$ cat config.mk
export PLATFORM = sky130hd
export DESIGN_NAME = codec_config_seq_flat
export DESIGN_NICKNAME = d
export VERILOG_FILES = /design/src/rtl/codec_config_seq_if.sv /design/src/rtl/codec_config_seq.sv /design/src/flat_wrapper.sv
export SDC_FILE = /design/constraint.sdc
export NUM_CORES = 1
export LEC_CHECK = 0
export BUFFER_PORTS_ARGS = -buffer_cell sky130_fd_sc_hd__buf_2
export CORE_MARGIN = 5
export CORE_UTILIZATION = 47
export CTS_CLUSTER_DIAMETER = 200
export DETAILED_ROUTE_END_ITERATION = 8
export GPL_TIMING_DRIVEN = 1
export PLACE_DENSITY = 0.76
export REMOVE_ABC_BUFFERS = 1
export SLEW_MARGIN = 20
export SYNTH_ARGS = -nofsm -noshare
export SYNTH_HDL_FRONTEND = slang
export SYNTH_SLANG_ARGS = --single-unit
export TNS_END_PERCENT = 10
$ cat constraint.sdc
create_clock -name sys_clk -period 4.8 [get_ports sys_clk]
set_input_delay 0.48 -clock sys_clk [delete_from_list [all_inputs] [get_ports sys_clk]]
set_output_delay 0.48 -clock sys_clk [all_outputs]
set_load 0.005 [all_outputs]
$ cat src/rtl/codec_config_seq_if.sv
// codec_config_seq_if: write/done handshake between the config sequencer and the i2c_write engine.
interface codec_config_seq_if;
  logic [7:0] i2c_addr;
  logic [7:0] i2c_reg;
  logic [7:0] i2c_data;
  logic       i2c_write;
  logic       i2c_done;
  modport master (output i2c_addr, i2c_reg, i2c_data, i2c_write, input i2c_done);
  modport slave (input i2c_addr, i2c_reg, i2c_data, i2c_write, output i2c_done);
endinterface

$ cat src/rtl/codec_config_seq.sv
// codec_config_seq: walks the codec power-up register table through i2c_write, then serves single host writes.
module codec_config_seq #(
  parameter logic [7:0]  DEV_ADDR       = 8'h34,
  parameter int unsigned STARTUP_CYCLES = 50_000,
  parameter int unsigned GAP_CYCLES     = 500,
  parameter int unsigned TIMEOUT_CYCLES = 5_000_000
) (
  input  logic               sys_clk,
  input  logic               rst,
  input  logic               start_i,
  codec_config_seq_if.master i2c,
  input  logic               host_req_i,
  input  logic [6:0]         host_reg_i,
  input  logic [8:0]         host_val_i,
  output logic               host_ack_o,
  output logic               busy_o,
  output logic               config_done_o,
  output logic               error_o,
  output logic [3:0]         index_o
);
  localparam int unsigned M1   = STARTUP_CYCLES > GAP_CYCLES ? STARTUP_CYCLES : GAP_CYCLES;
  localparam int unsigned MAXC = M1 > TIMEOUT_CYCLES ? M1 : TIMEOUT_CYCLES;
  localparam int          W    = $clog2(MAXC + 3);
  localparam logic [W-1:0] STARTUP_W = W'(STARTUP_CYCLES);
  localparam logic [W-1:0] GAP_W     = W'(GAP_CYCLES);
  localparam logic [W-1:0] TIMEOUT_W = W'(TIMEOUT_CYCLES);
  // The RELEASE cycle that sees done low is already the first idle cycle of the gap.
  localparam bit SKIP_GAP = GAP_CYCLES < 2;

  typedef enum logic [2:0] {WAIT_START, LOAD, ISSUE, RELEASE, GAP, READY, ERROR} state_t;

  state_t       state_q, state_d;
  logic [W-1:0] cnt_q;
  logic [3:0]   index_q, index_d;
  logic [7:0]   reg_q, reg_d, data_q, data_d;
  logic         host_src_q, host_src_d;
  logic         config_done_q, config_done_d;
  logic         error_q, error_d;
  logic [15:0]  tbl;
  logic         timeout, gap_fire, last;
  state_t       post;

  always_comb
    case (index_q)
      4'd0:    tbl = {7'h0F, 9'h000};
      4'd1:    tbl = {7'h06, 9'h000};
      4'd2:    tbl = {7'h00, 9'h017};
      4'd3:    tbl = {7'h01, 9'h017};
      4'd4:    tbl = {7'h02, 9'h079};
      4'd5:    tbl = {7'h03, 9'h079};
      4'd6:    tbl = {7'h04, 9'h010};
      4'd7:    tbl = {7'h05, 9'h000};
      4'd8:    tbl = {7'h07, 9'h00A};
      4'd9:    tbl = {7'h08, 9'h000};
      default: tbl = {7'h09, 9'h001};
    endcase

  assign timeout  = cnt_q + W'(1) >= TIMEOUT_W;
  assign last     = index_q == 4'd10;
  assign post     = (host_src_q || last) ? READY : LOAD;
  assign gap_fire = (state_q == GAP && cnt_q + W'(2) >= GAP_W) ||
                    (state_q == RELEASE && !i2c.i2c_done && SKIP_GAP);

  always_comb begin
    state_d       = state_q;
    index_d       = index_q;
    reg_d         = reg_q;
    data_d        = data_q;
    host_src_d    = host_src_q;
    config_done_d = config_done_q;
    error_d       = error_q;
    case (state_q)
      WAIT_START: if (cnt_q + W'(1) >= STARTUP_W) begin
        state_d = LOAD;
        index_d = '0;
      end
      LOAD: begin
        reg_d      = tbl[15:8];
        data_d     = tbl[7:0];
        host_src_d = 1'b0;
        state_d    = ISSUE;
      end
      ISSUE:   state_d = i2c.i2c_done ? RELEASE : timeout ? ERROR : ISSUE;
      RELEASE: state_d = !i2c.i2c_done ? (SKIP_GAP ? post : GAP) : timeout ? ERROR : RELEASE;
      GAP:     state_d = gap_fire ? post : GAP;
      READY, ERROR: if (start_i) begin
        state_d       = WAIT_START;
        index_d       = '0;
        host_src_d    = 1'b0;
        config_done_d = 1'b0;
        error_d       = 1'b0;
      end else if (state_q == READY && host_req_i) begin
        {reg_d, data_d} = {host_reg_i, host_val_i};
        host_src_d      = 1'b1;
        state_d         = ISSUE;
      end
      default: state_d = WAIT_START;
    endcase
    if (gap_fire && !host_src_q) begin
      config_done_d = last ? 1'b1 : config_done_q;
      index_d       = last ? index_q : index_q + 4'd1;
    end
    if (state_d == ERROR) error_d = 1'b1;
  end

  always_ff @(posedge sys_clk or negedge rst)
    if (!rst) begin
      state_q       <= WAIT_START;
      cnt_q         <= '0;
      index_q       <= '0;
      reg_q         <= '0;
      data_q        <= '0;
      host_src_q    <= 1'b0;
      config_done_q <= 1'b0;
      error_q       <= 1'b0;
    end else begin
      state_q       <= state_d;
      cnt_q         <= state_d != state_q ? '0 : cnt_q + W'(1);
      index_q       <= index_d;
      reg_q         <= reg_d;
      data_q        <= data_d;
      host_src_q    <= host_src_d;
      config_done_q <= config_done_d;
      error_q       <= error_d;
    end

  assign i2c.i2c_addr  = DEV_ADDR;
  assign i2c.i2c_reg   = reg_q;
  assign i2c.i2c_data  = data_q;
  assign i2c.i2c_write = state_q == ISSUE;
  assign host_ack_o    = gap_fire && host_src_q;
  assign busy_o        = !(state_q == READY || state_q == ERROR);
  assign config_done_o = config_done_q;
  assign error_o       = error_q;
  assign index_o       = index_q;
endmodule

$ cat src/flat_wrapper.sv
// flat-port wrapper written by rule: the top's interface ports become plain ports
module codec_config_seq_flat 
#(
  parameter logic [7:0]  DEV_ADDR       = 8'h34,
  parameter int unsigned STARTUP_CYCLES = 50_000,
  parameter int unsigned GAP_CYCLES     = 500,
  parameter int unsigned TIMEOUT_CYCLES = 5_000_000
)
  (sys_clk, rst, start_i, host_req_i, host_reg_i, host_val_i, host_ack_o, busy_o, config_done_o, error_o, index_o, i2c_i2c_addr, i2c_i2c_reg, i2c_i2c_data, i2c_i2c_write, i2c_i2c_done);
  codec_config_seq_if i2c_i ();
  input  logic sys_clk;
  input  logic rst;
  input  logic start_i;
  input  logic host_req_i;
  input  logic [6:0] host_reg_i;
  input  logic [8:0] host_val_i;
  output logic host_ack_o;
  output logic busy_o;
  output logic config_done_o;
  output logic error_o;
  output logic [3:0] index_o;
  output wire logic [$bits(i2c_i.i2c_addr)-1:0] i2c_i2c_addr;
  output wire logic [$bits(i2c_i.i2c_reg)-1:0] i2c_i2c_reg;
  output wire logic [$bits(i2c_i.i2c_data)-1:0] i2c_i2c_data;
  output wire logic [$bits(i2c_i.i2c_write)-1:0] i2c_i2c_write;
  input wire logic [$bits(i2c_i.i2c_done)-1:0] i2c_i2c_done;
  assign i2c_i2c_addr = i2c_i.i2c_addr;
  assign i2c_i2c_reg = i2c_i.i2c_reg;
  assign i2c_i2c_data = i2c_i.i2c_data;
  assign i2c_i2c_write = i2c_i.i2c_write;
  assign i2c_i.i2c_done = i2c_i2c_done;
  codec_config_seq #(.DEV_ADDR(DEV_ADDR), .STARTUP_CYCLES(STARTUP_CYCLES), .GAP_CYCLES(GAP_CYCLES), .TIMEOUT_CYCLES(TIMEOUT_CYCLES)) u_core (.sys_clk(sys_clk), .rst(rst), .start_i(start_i), .i2c(i2c_i), .host_req_i(host_req_i), .host_reg_i(host_reg_i), .host_val_i(host_val_i), .host_ack_o(host_ack_o), .busy_o(busy_o), .config_done_o(config_done_o), .error_o(error_o), .index_o(index_o));
endmodule
==> metrics list <==
* Number of DRC markers in iteration 0: 146
- For this run, the leading register cell type out of synthesis is sky130_fd_sc_hd__dfrtp_1.
* Final hold violations: 0
- In this run the vertical extent of the chip is 98.5 um.
- The share of total power dissipated in sequential elements is 0.418.
- Diodes inserted: 0
* Final setup violation count: 0
* Count of pins over their slew limit: 0
- After floorplanning, the core was divided into 32 placement rows.
- Count of buffers from port buffering: 45
* Wire length per cell after detailed routing: 16.0 um
- In this run, CTS created clock tree buffers numbering 5.
* Average instance area after synthesis: 8.64 um^2
- Gates resized during post-CTS repair numbered 0.
* Status: finished, final reports clean
- Tot GR Track Use: 0.183
- For this design, the CTS-stage hold fixing added 0 buffers.
- After floorplanning, the core was sized to cover 7690 um^2.
- P_sw: 488 uW
- In this run, placement finished with an instance count of 542.
* Post-synth design cell area: 3680 um^2
- Static Leak: 1.63 nW
- Synth warnings: 0
- Critical Setup Path Class: register to register
- Path class of the lowest-slack min-delay path: input port to async pin
* Number of register bits inferred by synthesis: 49
- Clock tree from TritonCTS: yes
- Post-CTS Setup Bufs: 0
* Share of final-layout standard cells stronger than drive strength 1: 0.181
- Once detailed placement completed, the half-perimeter wirelength came to 6440 um.
- At the end of routability-driven placement, the weighted congestion stood at 0.897.
* PD cells: 313 nW/um^2
- Post-synth EDFFs: 0
* FMAX: 0.241 GHz
* Combinational fraction of design power: 0.350
* Width of the die: 98.5 um
- STA puts the critical path data arrival time at 4.31 ns.
- After detailed placement, the total cell area comes to 3860 um^2.
- Final min period: 4.15 ns
- Number of remaining DRC errors: 0
- After routing the design area is 3960 um^2.
* Relative slew slack: 0.429
- Post-route non-filler standard cell count: 549
- Clock insertion delay at the later pin of the skew report: 0.30 ns
- Distinct cells, synth: 68
- Of the available clock period, the critical path in the final layout requires 0.865.
- Clock net sink count: 49
- Root Buffer: sky130_fd_sc_hd__clkbuf_8
* Htree depth: 2
- Total overflow reported by the global router: 0
* Post-DRT Antenna Nets: 0
* Crit path max fanout: 23
- Share of power burned in the clock network: 0.232
- After layout, the design draws a total of 1.24 mW.
- Of the total power, the share spent switching nets is 0.394.
- Accumulated negative setup slack: 0 ns
- Timing analysis after detailed placement gives a worst setup slack of 0.692 ns.
* Number of cell instances on the worst register-to-register path: 9
- Wire length after detailed routing: 8780 um
* Worst R2R Setup Slack: 0.65 ns
* Transition time at the pin with the least slew margin: 0.856 ns
* Overall via count from detail_route: 3224
- The net count of the finished layout is 481.
- Crit path required time: 4.96 ns
* Launch instance of the worst register-to-register path: u_core.cnt_q[2]$_DFF_PN0_
- The initial antenna violation count was 0.
- Utilization of the core after routing: 0.515
- The clock arrives with 0.00517 ns of skew.
- The clock passes through at most 2 buffers.
* Type of destination of the critical path: register
* Global-route wire length before repair: 14900 um
- Worst reg2reg endpoint: u_core.cnt_q[3]$_DFF_PN0_
- Counting every instance in the synthesized netlist gives 426.
- Number of fill cells in the layout: 719
- Count of maximum capacitance violations: 0
* Flip-flop count of the largest register after layout: 23
- After layout, the worst setup slack is 0.648 ns.
* Sequential element share of the synthesized area: 0.333
- The internal power of the cells totals 752 uW.
- Share of synthesized flip-flops with an asynchronous set or reset: 1.00
* Largest net degree at the start of global routing: 50
* Area added between synthesis and finish: 7.54%
- In the routed layout, each cell is associated on average with a via count of 5.87.
* Vias in the first global route: 3060
* Worst IR Drop VDD: 0.404 mV
- During I/O placement, the number of pins put on the boundary was 54.
- Post-Route Hold Slack: 0.281 ns
- Reg clk slew, reported paths: 0.09 ns
* Number of optimization iterations in the first detailed-route pass: 4
- The initial utilization of the core area, before any placement, comes to 0.479.
- The floorplan step defined a die boundary enclosing 9710 um^2.
- RSZ-0062 raised after global routing: no
- Kind of start point of the critical path: register
==> cell type report <==
class / instances / area [um^2] / area share
multi-input cells: 331 / 2210 / 0.559
flip-flops and latches: 49 / 1230 / 0.310
repair buffers: 47 / 240 / 0.0607
well taps: 102 / 128 / 0.0322
clock buffers: 5 / 68.8 / 0.0174
inverters: 13 / 48.8 / 0.0123
clock inverters: 2 / 35.0 / 0.00885
==> worst max path at each step <==
stage / from / to / slack (ns) / cells past startpoint
after CTS: u_core.cnt_q[2]$_DFF_PN0_ / u_core.cnt_q[3]$_DFF_PN0_ / 0.68 / 9
after floorplan: u_core.cnt_q[2]$_DFF_PN0_ / u_core.cnt_q[2]$_DFF_PN0_ / 1.18 / 9
after global routing: u_core.cnt_q[2]$_DFF_PN0_ / u_core.cnt_q[20]$_DFF_PN0_ / 0.42 / 9
after global placement: u_core.cnt_q[2]$_DFF_PN0_ / u_core.cnt_q[5]$_DFF_PN0_ / 0.89 / 9
final: u_core.cnt_q[2]$_DFF_PN0_ / u_core.cnt_q[3]$_DFF_PN0_ / 0.65 / 9
after detailed placement: u_core.cnt_q[2]$_DFF_PN0_ / u_core.cnt_q[3]$_DFF_PN0_ / 0.69 / 9
==> power groups by stage <==
stage / clock network (mW) / registers (mW) / logic, mW
2_1_floorplan: 0 / 0.519 / 0.280
3_3_place_gp: 0 / 0.523 / 0.420
3_5_place_dp: 0 / 0.526 / 0.432
4_1_cts: 0.293 / 0.518 / 0.434
5_1_grt: 0.311 / 0.528 / 0.481
6_report: 0.288 / 0.519 / 0.434
==> critical path: stages, from the launching register on <==
cell and delay (ns):
sky130_fd_sc_hd__dfrtp_1 0.54, sky130_fd_sc_hd__ha_1 0.35, sky130_fd_sc_hd__nand4_1 0.33, sky130_fd_sc_hd__or3_1 0.52
sky130_fd_sc_hd__o21a_1 0.22, sky130_fd_sc_hd__or4_4 0.56, sky130_fd_sc_hd__a2111o_1 0.39, sky130_fd_sc_hd__a211oi_2 0.32
sky130_fd_sc_hd__a31o_2 0.66, sky130_fd_sc_hd__nor4_1 0.12
==> cells in the final DEF, fill, tap and decap left out, drive strengths merged, types with 2 or more instances in the layout <==
| cell | netlist | routed |
|---|---|---|
| a22o | 3 | 3 |
| o31ai | 4 | 4 |
| clkbuf | 15 | 5 |
| xnor2 | 19 | 19 |
| or4 | 5 | 5 |
| and3 | 8 | 8 |
| nor4 | 31 | 31 |
| mux2i | 3 | 3 |
| nand4b | 2 | 2 |
| o22ai | 2 | 2 |
| o41ai | 3 | 3 |
| nor2 | 22 | 22 |
| nand4 | 14 | 14 |
| nor2b | 3 | 3 |
| ha | 13 | 13 |
| or3 | 7 | 7 |
| and4b | 2 | 2 |
| o21a | 2 | 2 |
| inv | 13 | 13 |
| o21ai | 25 | 25 |
| nor3b | 2 | 2 |
| dfrtp | 49 | 49 |
| o2111ai | 2 | 2 |
| nand3 | 14 | 14 |
| nor3 | 11 | 11 |
| o31a | 2 | 2 |
| o311ai | 2 | 2 |
| conb | 2 | 8 |
| a21oi | 20 | 20 |
| a211oi | 4 | 4 |
| nand2b | 6 | 6 |
| nand2 | 49 | 49 |
| xor2 | 7 | 7 |
| a311oi | 4 | 4 |
| and2 | 7 | 7 |
| a31o | 2 | 2 |
| buf | 24 | 47 |
| a31oi | 4 | 4 |
==> synth_stat cells, drive strengths merged (2+ instances only) <==
master	number	area share
o21ai	25	0.034
a31o	2	0.0048
nor3	11	0.015
dfrtp	49	0.33
o31a	2	0.0048
a31oi	4	0.0068
clkbuf	15	0.015
xor2	7	0.017
inv	13	0.013
ha	13	0.044
o2111ai	2	0.0048
o41ai	3	0.0092
and4b	2	0.0054
mux2i	3	0.0082
nand2	49	0.050
nand2b	6	0.010
nand3	14	0.022
nor3b	2	0.0041
nor4	31	0.076
and3	8	0.014
nor2b	3	0.0051
a311oi	4	0.0095
conb	2	0.0020
a21oi	20	0.027
or4	5	0.011
o21a	2	0.0044
buf	24	0.043
o31ai	4	0.0082
nand4	14	0.025
nor2	22	0.022
a211oi	4	0.0095
xnor2	19	0.045
nand4b	2	0.0048
o311ai	2	0.0048
a22o	3	0.0071
and2	7	0.012
o22ai	2	0.0034
or3	7	0.012
==> layer usage <==
layer | GRT usage | wire, um | vias to the layer above | part of all wire
met1 | 0.250 | 4000 | 1531 | 0.46
met2 | 0.304 | 4230 | 90 | 0.48
met4 | 0.0525 | 89 | 0 | 0.010
met5 | 0 | 0 | - | 0
met3 | 0.0226 | 447 | 6 | 0.051
li1 | - | - | 1597 | -
==> cells by family (layout without fill, tap and decap cells) <==
| group | count (synthesis) | count (layout) | synth area share |
|---|---|---|---|
| compound gates | 93 | 93 | 0.176 |
| xor+xnor | 26 | 26 | 0.0618 |
| fa+ha+maj | 13 | 13 | 0.0442 |
| buf+inv | 52 | 67 | 0.0720 |
| flops | 49 | 49 | 0.333 |
| mux | 3 | 3 | 0.00816 |
| other cells | 2 | 8 | 0.00204 |
| simple gates | 188 | 188 | 0.302 |
Power figures use the tool's default switching activity.
